`src/rtl/packet_mem_writer_pkg.sv`:
```
// packet_mem_writer_pkg: FSM state encoding shared by the packet-memory ingress writer
package packet_mem_writer_pkg;
   typedef enum logic [2:0] {
      IDLE    = 3'd0,
      READY   = 3'd1,
      WRITING = 3'd2,
      DONE    = 3'd3,
      DROP    = 3'd4
   } state_e;
endpackage

```
`src/rtl/packet_mem_writer_sat_counter.sv`:
```
// sat_counter: W-bit up counter that sticks at all-ones
//  clk   : clock
//  rst_n : asynchronous active-low reset, clears the count
//  inc   : increment request for this cycle
//  cnt   : current count
module sat_counter #(
   parameter int W = 16
) (
   input  logic         clk,
   input  logic         rst_n,
   input  logic         inc,
   output logic [W-1:0] cnt
);
   logic [W-1:0] cnt_q;
   always_ff @(posedge clk or negedge rst_n)
      if (!rst_n) cnt_q <= '0;
      else if (inc && !(&cnt_q)) cnt_q <= cnt_q + 1'b1;
   assign cnt = cnt_q;
endmodule

```
`src/rtl/packet_mem_writer.sv`:
```
// packet_mem_writer: snoops a packet word stream and stores whole packets into one BRAM buffer
//  clk, rst_n          : clock, asynchronous active-low reset
//  snoop_data/vld/last : packet word stream, byte 0 in MSBs, no backpressure
//  snoop_bytes         : valid bytes in the last word (0 or >BPW means full word)
//  buf_rdy             : pulse handing an empty buffer to this block
//  wr_addr/data/en     : BRAM port A write, bram_en mirrors wr_en
//  pkt_done, pkt_len   : packet handed over with its byte length (len held until next done)
//  buf_owned           : this block currently holds the buffer
//  drop_cnt            : saturating count of discarded packets
module packet_mem_writer
   import packet_mem_writer_pkg::*;
#(
   parameter  int ADDR_WIDTH = 10,
   parameter  int PORT_WIDTH = 32,
   parameter  int CNT_WIDTH  = 16,
   localparam int BPW        = PORT_WIDTH / 8,
   localparam int SBW        = $clog2(BPW) + 1,
   localparam int LW         = ADDR_WIDTH + $clog2(BPW) + 1
) (
   input  logic                  clk,
   input  logic                  rst_n,
   input  logic [PORT_WIDTH-1:0] snoop_data,
   input  logic                  snoop_vld,
   input  logic                  snoop_last,
   input  logic [SBW-1:0]        snoop_bytes,
   input  logic                  buf_rdy,
   output logic [ADDR_WIDTH-1:0] wr_addr,
   output logic [PORT_WIDTH-1:0] wr_data,
   output logic                  wr_en,
   output logic                  bram_en,
   output logic                  pkt_done,
   output logic [LW-1:0]         pkt_len,
   output logic                  buf_owned,
   output logic [CNT_WIDTH-1:0]  drop_cnt
);
   state_e                state_q, state_d;
   logic                  sop_q;
   logic                  own_q, own_d;
   logic [ADDR_WIDTH:0]   idx_q, idx_d;
   logic [LW-1:0]         len_q, len_d;
   logic                  wr_en_q, wr_en_d;
   logic [ADDR_WIDTH-1:0] wr_addr_q, wr_addr_d;
   logic [PORT_WIDTH-1:0] wr_data_q;
   logic                  pkt_done_q;
   logic [LW-1:0]         pkt_len_q;
   logic                  drop_inc;
   logic                  sop;
   logic [LW-1:0]         eff;
   // sop_q means "the previous valid word was a last", so it doubles as the post-reset sync flag
   assign sop = snoop_vld & sop_q;
   assign eff = (snoop_bytes == '0 || snoop_bytes > SBW'(BPW)) ? LW'(BPW) : LW'(snoop_bytes);
   always_comb begin
      state_d   = state_q;
      own_d     = own_q;
      idx_d     = idx_q;
      len_d     = len_q;
      wr_en_d   = 1'b0;
      wr_addr_d = idx_q[ADDR_WIDTH-1:0];
      drop_inc  = 1'b0;
      unique case (state_q)
         IDLE, DONE, READY: begin
            if (state_q != READY) state_d = buf_rdy ? READY : IDLE;
            if (sop && (state_q == READY || buf_rdy)) begin
               wr_en_d   = 1'b1;
               wr_addr_d = '0;
               idx_d     = 1;
               len_d     = eff;
               state_d   = snoop_last ? DONE : WRITING;
            end else if (sop) begin
               drop_inc = 1'b1;
               own_d    = 1'b0;
               state_d  = snoop_last ? IDLE : DROP;
            end
         end
         WRITING: if (snoop_vld) begin
            // idx_q reaching 2**ADDR_WIDTH means the buffer is full: this word would wrap
            if (idx_q[ADDR_WIDTH]) begin
               drop_inc = 1'b1;
               own_d    = 1'b1;
               state_d  = snoop_last ? READY : DROP;
            end else begin
               wr_en_d = 1'b1;
               idx_d   = idx_q + 1'b1;
               len_d   = LW'(idx_q) * LW'(BPW) + eff;
               if (snoop_last) state_d = DONE;
            end
         end
         DROP: begin
            // a buffer offered while discarding is kept so the next packet can use it
            own_d = own_q | buf_rdy;
            if (snoop_vld && snoop_last) state_d = own_d ? READY : IDLE;
         end
         default: state_d = IDLE;
      endcase
   end
   always_ff @(posedge clk or negedge rst_n)
      if (!rst_n) begin
         state_q    <= IDLE;
         sop_q      <= 1'b0;
         own_q      <= 1'b0;
         idx_q      <= '0;
         len_q      <= '0;
         wr_en_q    <= 1'b0;
         wr_addr_q  <= '0;
         wr_data_q  <= '0;
         pkt_done_q <= 1'b0;
         pkt_len_q  <= '0;
      end else begin
         state_q    <= state_d;
         sop_q      <= snoop_vld ? snoop_last : sop_q;
         own_q      <= own_d;
         idx_q      <= idx_d;
         len_q      <= len_d;
         wr_en_q    <= wr_en_d;
         if (wr_en_d) begin
            wr_addr_q <= wr_addr_d;
            wr_data_q <= snoop_data;
         end
         // handoff one cycle after DONE, i.e. after the last word's write has landed
         pkt_done_q <= state_q == DONE;
         if (state_q == DONE) pkt_len_q <= len_q;
      end
   sat_counter #(.W(CNT_WIDTH)) u_drop (
      .clk  (clk),
      .rst_n(rst_n),
      .inc  (drop_inc),
      .cnt  (drop_cnt)
   );
   assign wr_addr   = wr_addr_q;
   assign wr_data   = wr_data_q;
   assign wr_en     = wr_en_q;
   assign bram_en   = wr_en_q;
   assign pkt_done  = pkt_done_q;
   assign pkt_len   = pkt_len_q;
   assign buf_owned = state_q == READY || state_q == WRITING || (state_q == DROP && own_q);
endmodule

```
`config.mk`:
```
export PLATFORM = sky130hd
export DESIGN_NAME = packet_mem_writer
export DESIGN_NICKNAME = d
export VERILOG_FILES = /design/src/rtl/packet_mem_writer_pkg.sv /design/src/rtl/packet_mem_writer_sat_counter.sv /design/src/rtl/packet_mem_writer.sv
export SDC_FILE = /design/constraint.sdc
export NUM_CORES = 1
export LEC_CHECK = 0
export ABC_AREA = 1
export ABC_CLOCK_PERIOD_IN_PS = 2200
export CAP_MARGIN = 10
export CORE_ASPECT_RATIO = 1.2
export CORE_MARGIN = 8
export CORE_UTILIZATION = 50
export DETAILED_ROUTE_END_ITERATION = 6
export MAX_ROUTING_LAYER = met4
export PLACE_DENSITY = 0.8
export SYNTH_ARGS = -nofsm -noshare
export SYNTH_HDL_FRONTEND = slang
export SYNTH_SLANG_ARGS = --single-unit
```
`constraint.sdc`:
```
create_clock -name clk -period 2.2 [get_ports clk]
set_input_delay 0.33 -clock clk [delete_from_list [all_inputs] [get_ports clk]]
set_output_delay 0.33 -clock clk [all_outputs]
set_load 0.01 [all_outputs]
```
# Word-level counts from Yosys, hierarchy flattened
# Index checks and enable logic that the tools add are counted.
dict set report totals {
  elab_cells 89
  reg_bits 102
  input_bits 40
}
dict set report classes {
  n_addsub 3
  magnitude_cmp 1
  n_reduce_logical 19
  mux 38
  n_bitwise 2
  n_eq_ne 14
}
# op count
set op_table {}
lappend op_table {{2-to-1 mux 13 bit} 3}
lappend op_table {{2-to-1 mux 11 bit} 3}
lappend op_table {{2-to-1 mux 3 bit} 10}
lappend op_table {{one-hot mux 13 bit (2 select lines)} 1}
lappend op_table {{one-hot mux 11 bit (2 select lines)} 1}
lappend op_table {{2-to-1 mux 10 bit} 2}
lappend op_table {{adder 16 x 1 -> 16 bit, second input constant} 1}
lappend op_table {{AND reduction 16 bit} 1}
lappend op_table {{2-to-1 mux 1 bit} 14}
lappend op_table {{!= test 2 bit, second input constant} 7}
lappend op_table {{adder 13 x 3 -> 13 bit} 1}
lappend op_table {{adder 11 x 1 -> 11 bit, second input constant} 1}
lappend op_table {{one-hot mux 3 bit (3 select lines)} 1}
lappend op_table {{AND reduction 4 bit} 2}
lappend op_table {{== test 3 x 2 -> 1 bit, second input constant} 2}
lappend op_table {{zero test 3 bit} 2}
lappend op_table {{AND reduction 5 bit} 1}
lappend op_table {{logical AND 1 bit} 4}
lappend op_table {{logical OR 1 bit} 4}
lappend op_table {{!= test 4 bit, second input constant} 1}
lappend op_table {{one-hot mux 1 bit (2 select lines)} 2}
lappend op_table {{== test 3 x 1 -> 1 bit, second input constant} 1}
lappend op_table {{== test 3 bit, second input constant} 1}
lappend op_table {{greater-than comparator 3 bit, second input constant} 1}
lappend op_table {{other kinds (10)} 10}

# Logic depth before layout (Yosys ltp)
dict set report depth {
  depth_word 7
  ltp_mapped 12
  ltp_nobuf 12
}

# Cells and area by module
# From an unflattened synthesis, not the netlist that was laid out.
dict set report unflattened {
  cells_unflattened 645
  area_unflattened_um2 4977.3
}
# mod cells_each seq_area_each_um2 instances area_per_inst_um2
set by_module_without_submodules {}
lappend by_module_without_submodules {packet_mem_writer 494 2152.1 1 3945.0}
lappend by_module_without_submodules {sat_counter 151 400.4 1 1032.2}

# Least setup slack after synthesis
# No wires, ideal clock.
dict set report synth_timing {
  path_type {input -> register}
  from {in snoop_bytes[0]}
  to {reg len_q[10]}
  cell_stages 11
  setup_ns 0.121
  slack_ns 0.403
  path_buffers 0
  t_required_ns 2.079
  t_arrival_ns 1.677
  path_cell_list {or2_2 -> ha_1 -> inv_1 -> ha_1 -> ha_1 -> nand2_1 -> nor2_1 -> and2_1 -> nor2_1 -> nand3_1 -> o21ai_1}
}
dict set report synth_via {
  elab_chain_len 7
}
# item line
set synth_rtl {}
lappend synth_rtl {{from (decl)} packet_mem_writer.sv:25} ;# input logic [SBW-1:0] snoop_bytes,
lappend synth_rtl {{greater-than comparator 3 bit or zero test 3 bit (tied branches)} packet_mem_writer.sv:51} ;# assign eff = (snoop_bytes == '0 || snoop_bytes > SBW'(BPW)) ? LW'(BPW) : LW'(snoop_bytes);
lappend synth_rtl {{logical OR 1 bit} packet_mem_writer.sv:51}
lappend synth_rtl {{2-to-1 mux 3 bit *} packet_mem_writer.sv:51}
lappend synth_rtl {{adder 13 x 3 -> 13 bit *} packet_mem_writer.sv:84} ;# len_d = LW'(idx_q) * LW'(BPW) + eff;
lappend synth_rtl {{2-to-1 mux 13 bit *} packet_mem_writer.sv:77} ;# if (idx_q[ADDR_WIDTH]) begin
lappend synth_rtl {{2-to-1 mux 13 bit *} packet_mem_writer.sv:75} ;# WRITING: if (snoop_vld) begin
lappend synth_rtl {{one-hot mux 13 bit (2 select lines) *} packet_mem_writer.sv:60} ;# unique case (state_q)
lappend synth_rtl {{to (signal assigned)} packet_mem_writer.sv:113} ;# len_q <= len_d;
lappend synth_rtl {{to (decl)} packet_mem_writer.sv:40} ;# logic [LW-1:0] len_q, len_d;
# Mark *: on every way between the ends. The rest lies on a longest branch, timed or not. The select of a mux whose other input is x is not followed.
# A chain may end at the register's enable or synchronous reset.

# Worst setup path after layout
# Ends and elaborated chain as after synthesis.

==> run metrics <==
sequential cell area fraction in the yosys report=50.32%; final hold slack=409.5 ps; netlist area before placement=5072 um2; antenna diode count=0; number of nets in the synthesized netlist=686; number of enable-type register cells in the synthesized netlist=0; number of failing setup endpoints in the final timing report=0; leading cell types by total area after synthesis=sky130_fd_sc_hd__dfrtp_1 50%, sky130_fd_sc_hd__nand2_1 21%, sky130_fd_sc_hd__nand3_1 4.6%, sky130_fd_sc_hd__inv_1 3.3%, sky130_fd_sc_hd__nor2_1 3.0%; sort of element at the start of the critical path=input pin; final hold violation count=0; number of sinks on the clock net=102; data required time of the critical path=2420 ps; fill cell total of the finished layout=856; GRT Overall Usage=19.43%; Clock transition at path regs=70 ps; H-Tree Depth=3; count of unresolved DRC violations after routing=0; Overflow after GRT=0; Worst-Skew Late Latency=340 ps; Final WS setup=110.9 ps; max-capacitance violation count=0; number of vias per cell=5.093; First-pass DRT Iterations=5; mean instance size in the synthesized netlist=7.913 um2; number of buffers created by CTS=9; total detailed-routing wirelength=12,890 um; status=finished, final reports clean; post-detailed-route wirelength per cell=14.50 um; placer's final routability congestion estimate=0.9139; number of input and output port buffers inserted=114; fraction of final layout cells sized beyond drive strength 1=8.912%; power density normalized to cell area=1080 nW/um2; top fanout value on the critical path=4; unrepaired setup endpoints after global routing=false; count of yosys warnings during synthesis=0; Post-CTS Setup Bufs=0; full die area=13,640 um2; most common cell in the synthesized netlist=sky130_fd_sc_hd__nand2_1; total leakage power=3.218 nW; crit path capture type=flop; max frequency=478.7 MHz; half-perimeter wire length after detailed placement=9394 um; via count of the first global-routing pass=4,559; Post-Synthesis Cells=641; via count=4,528; Max Root-Sink Buffers=2; drt first-iter violations=213; DIE HEIGHT=126.3 um; Top FF cell, synth=sky130_fd_sc_hd__dfrtp_1; pin count of the biggest net entering global routing=63; Post-synth ARST share=100.0%; root cell of the clock tree=sky130_fd_sc_hd__clkbuf_16; Die Wd=107.9 um; dominant cell type by area after synthesis=sky130_fd_sc_hd__dfrtp_1; final sum of negative setup slack=0 ps; max-slew violations=0; final net count=803; Peak supply drop=630.4 uV; Layout Utilization=66.62%; count of distinct cell types in the synthesized netlist=36; actual slew at the worst max-slew pin=558.9 ps; global-route wire length before repair=21,180 um; Syn-to-layout area delta=30.81%; number of placement rows=40; category of the critical setup timing path=in2reg; headroom to the max-slew limit=62.70%; min cycle time layout=2089 ps; crit share post-route=94.96%; Power, Total=7.166 mW; I/O pin cnt=115; commonest cells in the synthesized netlist=278 x sky130_fd_sc_hd__nand2_1, 102 x sky130_fd_sc_hd__dfrtp_1, 47 x sky130_fd_sc_hd__nand3_1; Core Footprint=9960 um2; antenna violations before repair=0; residual antenna-violating net count after detailed routing=0; top-area cell type share of the netlist area=50.32%; Arr. time, crit path=2310 ps; kind of path behind the tightest hold check=in2async; worst setup slack after placement=-199.9 ps; TritonCTS clock tree=built; clock skew after layout=10.46 ps; effective utilization at floorplan=50.93%; synthesized flop and latch total=102
[cell usage in the layout (no fill, tap or decap), drive strengths merged]
master / instances
o21a: 1
o22ai: 2
xor2: 5
dfrtp: 102
nand4: 11
dlygate4sd3: 1
xnor2: 3
nand3: 51
or2: 1
clkinv: 2
o21ai: 39
clkbuf: 13
a21oi: 2
clkinvlp: 1
nand2: 293
inv: 50
buf: 14
nor2: 45
and2: 1
ha: 5
nor3: 3
bufinv: 1
nand3b: 3
o21bai: 1
clkdlybuf4s50: 113
[layout make-up]
type / instances / area, um2 / share of cell area [%]
Clock inverter: 3 / 42.54 / 0.6411
Sequential cell: 102 / 2554 / 38.49
Clock buffer: 13 / 260.3 / 3.922
Multi-Input combinational cell: 466 / 2156 / 32.49
Timing Repair Buffer: 128 / 1271 / 19.16
Inverter: 51 / 193.9 / 2.923
Tap cell: 126 / 157.7 / 2.376
[timing repair]
action                                  CTS  global route
endpoints found under the hold margin    19             0
endpoints found under the setup margin    0             4
resized for setup                         0             3
hold buffers                              1             0
[registers in the layout (all words and copies together), names as in the netlist]
signal and flops:
pkt_done 1, u_drop.cnt 16, bram_en 1, len_q 13, own_q 1, wr_data 32, pkt_len 13, sop_q 1
state_q 3, idx_q 11, wr_addr 10
[kinds of logic after synthesis]
logic type | count (synthesis) | synth area share [%]
flip-flops | 102 | 50.32
AND/OR/NAND/NOR | 408 | 34.63
XOR/XNOR | 8 | 1.381
adder cells (fa/ha/maj) | 5 | 1.233
buffers and inverters | 73 | 7.326
AO/OA/AOI/OAI | 45 | 5.106
[where the power goes]
group / internal [mW] / total, mW / leakage (nW) / switching, mW
Sequential: 2.42 / 2.82 / 1.35 / 0.395
Clock: 0.943 / 1.60 / 0.146 / 0.660
Combinational: 1.32 / 2.75 / 1.72 / 1.43
Total: 4.68 / 7.17 / 3.22 / 2.48
[worst paths after layout]
check / cells after the start / from / slack, ps / endpoint
hold reg to reg: 2 / wr_addr[4]$_DFFE_PN0P_ / 470 / wr_addr[4]$_DFFE_PN0P_
max in group asynchronous: 3 / rst_n / 1170 / wr_data[30]$_DFFE_PN0P_
hold / removal: 2 / rst_n / 410 / own_q$_DFFE_PN0P_
setup reg to reg: 7 / u_drop.cnt[0]$_DFFE_PN0P_ / 350 / u_drop.cnt[12]$_DFFE_PN0P_
setup / recovery: 12 / snoop_bytes[0] / 110 / len_q[10]$_DFFE_PN0P_
min in group clk: 2 / wr_addr[4]$_DFFE_PN0P_ / 470 / wr_addr[4]$_DFFE_PN0P_
[critical path, cell delays in order]
cell and delay (ps):
sky130_fd_sc_hd__clkdlybuf4s50_1 410, sky130_fd_sc_hd__or2_2 300, sky130_fd_sc_hd__ha_1 190, sky130_fd_sc_hd__inv_1 60
sky130_fd_sc_hd__ha_1 160, sky130_fd_sc_hd__ha_1 180, sky130_fd_sc_hd__nand2_1 110, sky130_fd_sc_hd__nor2_2 190
sky130_fd_sc_hd__and2_1 180, sky130_fd_sc_hd__nor2_1 50, sky130_fd_sc_hd__nand3_1 70, sky130_fd_sc_hd__o21ai_1 80
[routing by layer]
layer	global-route usage, %	vias up	part of all wire, %
li1	-	2244	-
met1	22.50	2117	41
met2	33.45	149	52
met3	3.141	18	5.4
met4	6.056	0	1.7
met5	-	-	0
[metrics by stage]
stage / instance area [um2] / cells
6_report: 6635 / 889
5_1_grt: 6635 / 889
4_1_cts: 6626 / 889
3_5_place_dp: 6314 / 872
3_3_place_gp: 6314 / 872
2_1_floorplan: 5072 / 641
Power figures use the tool's default switching activity.
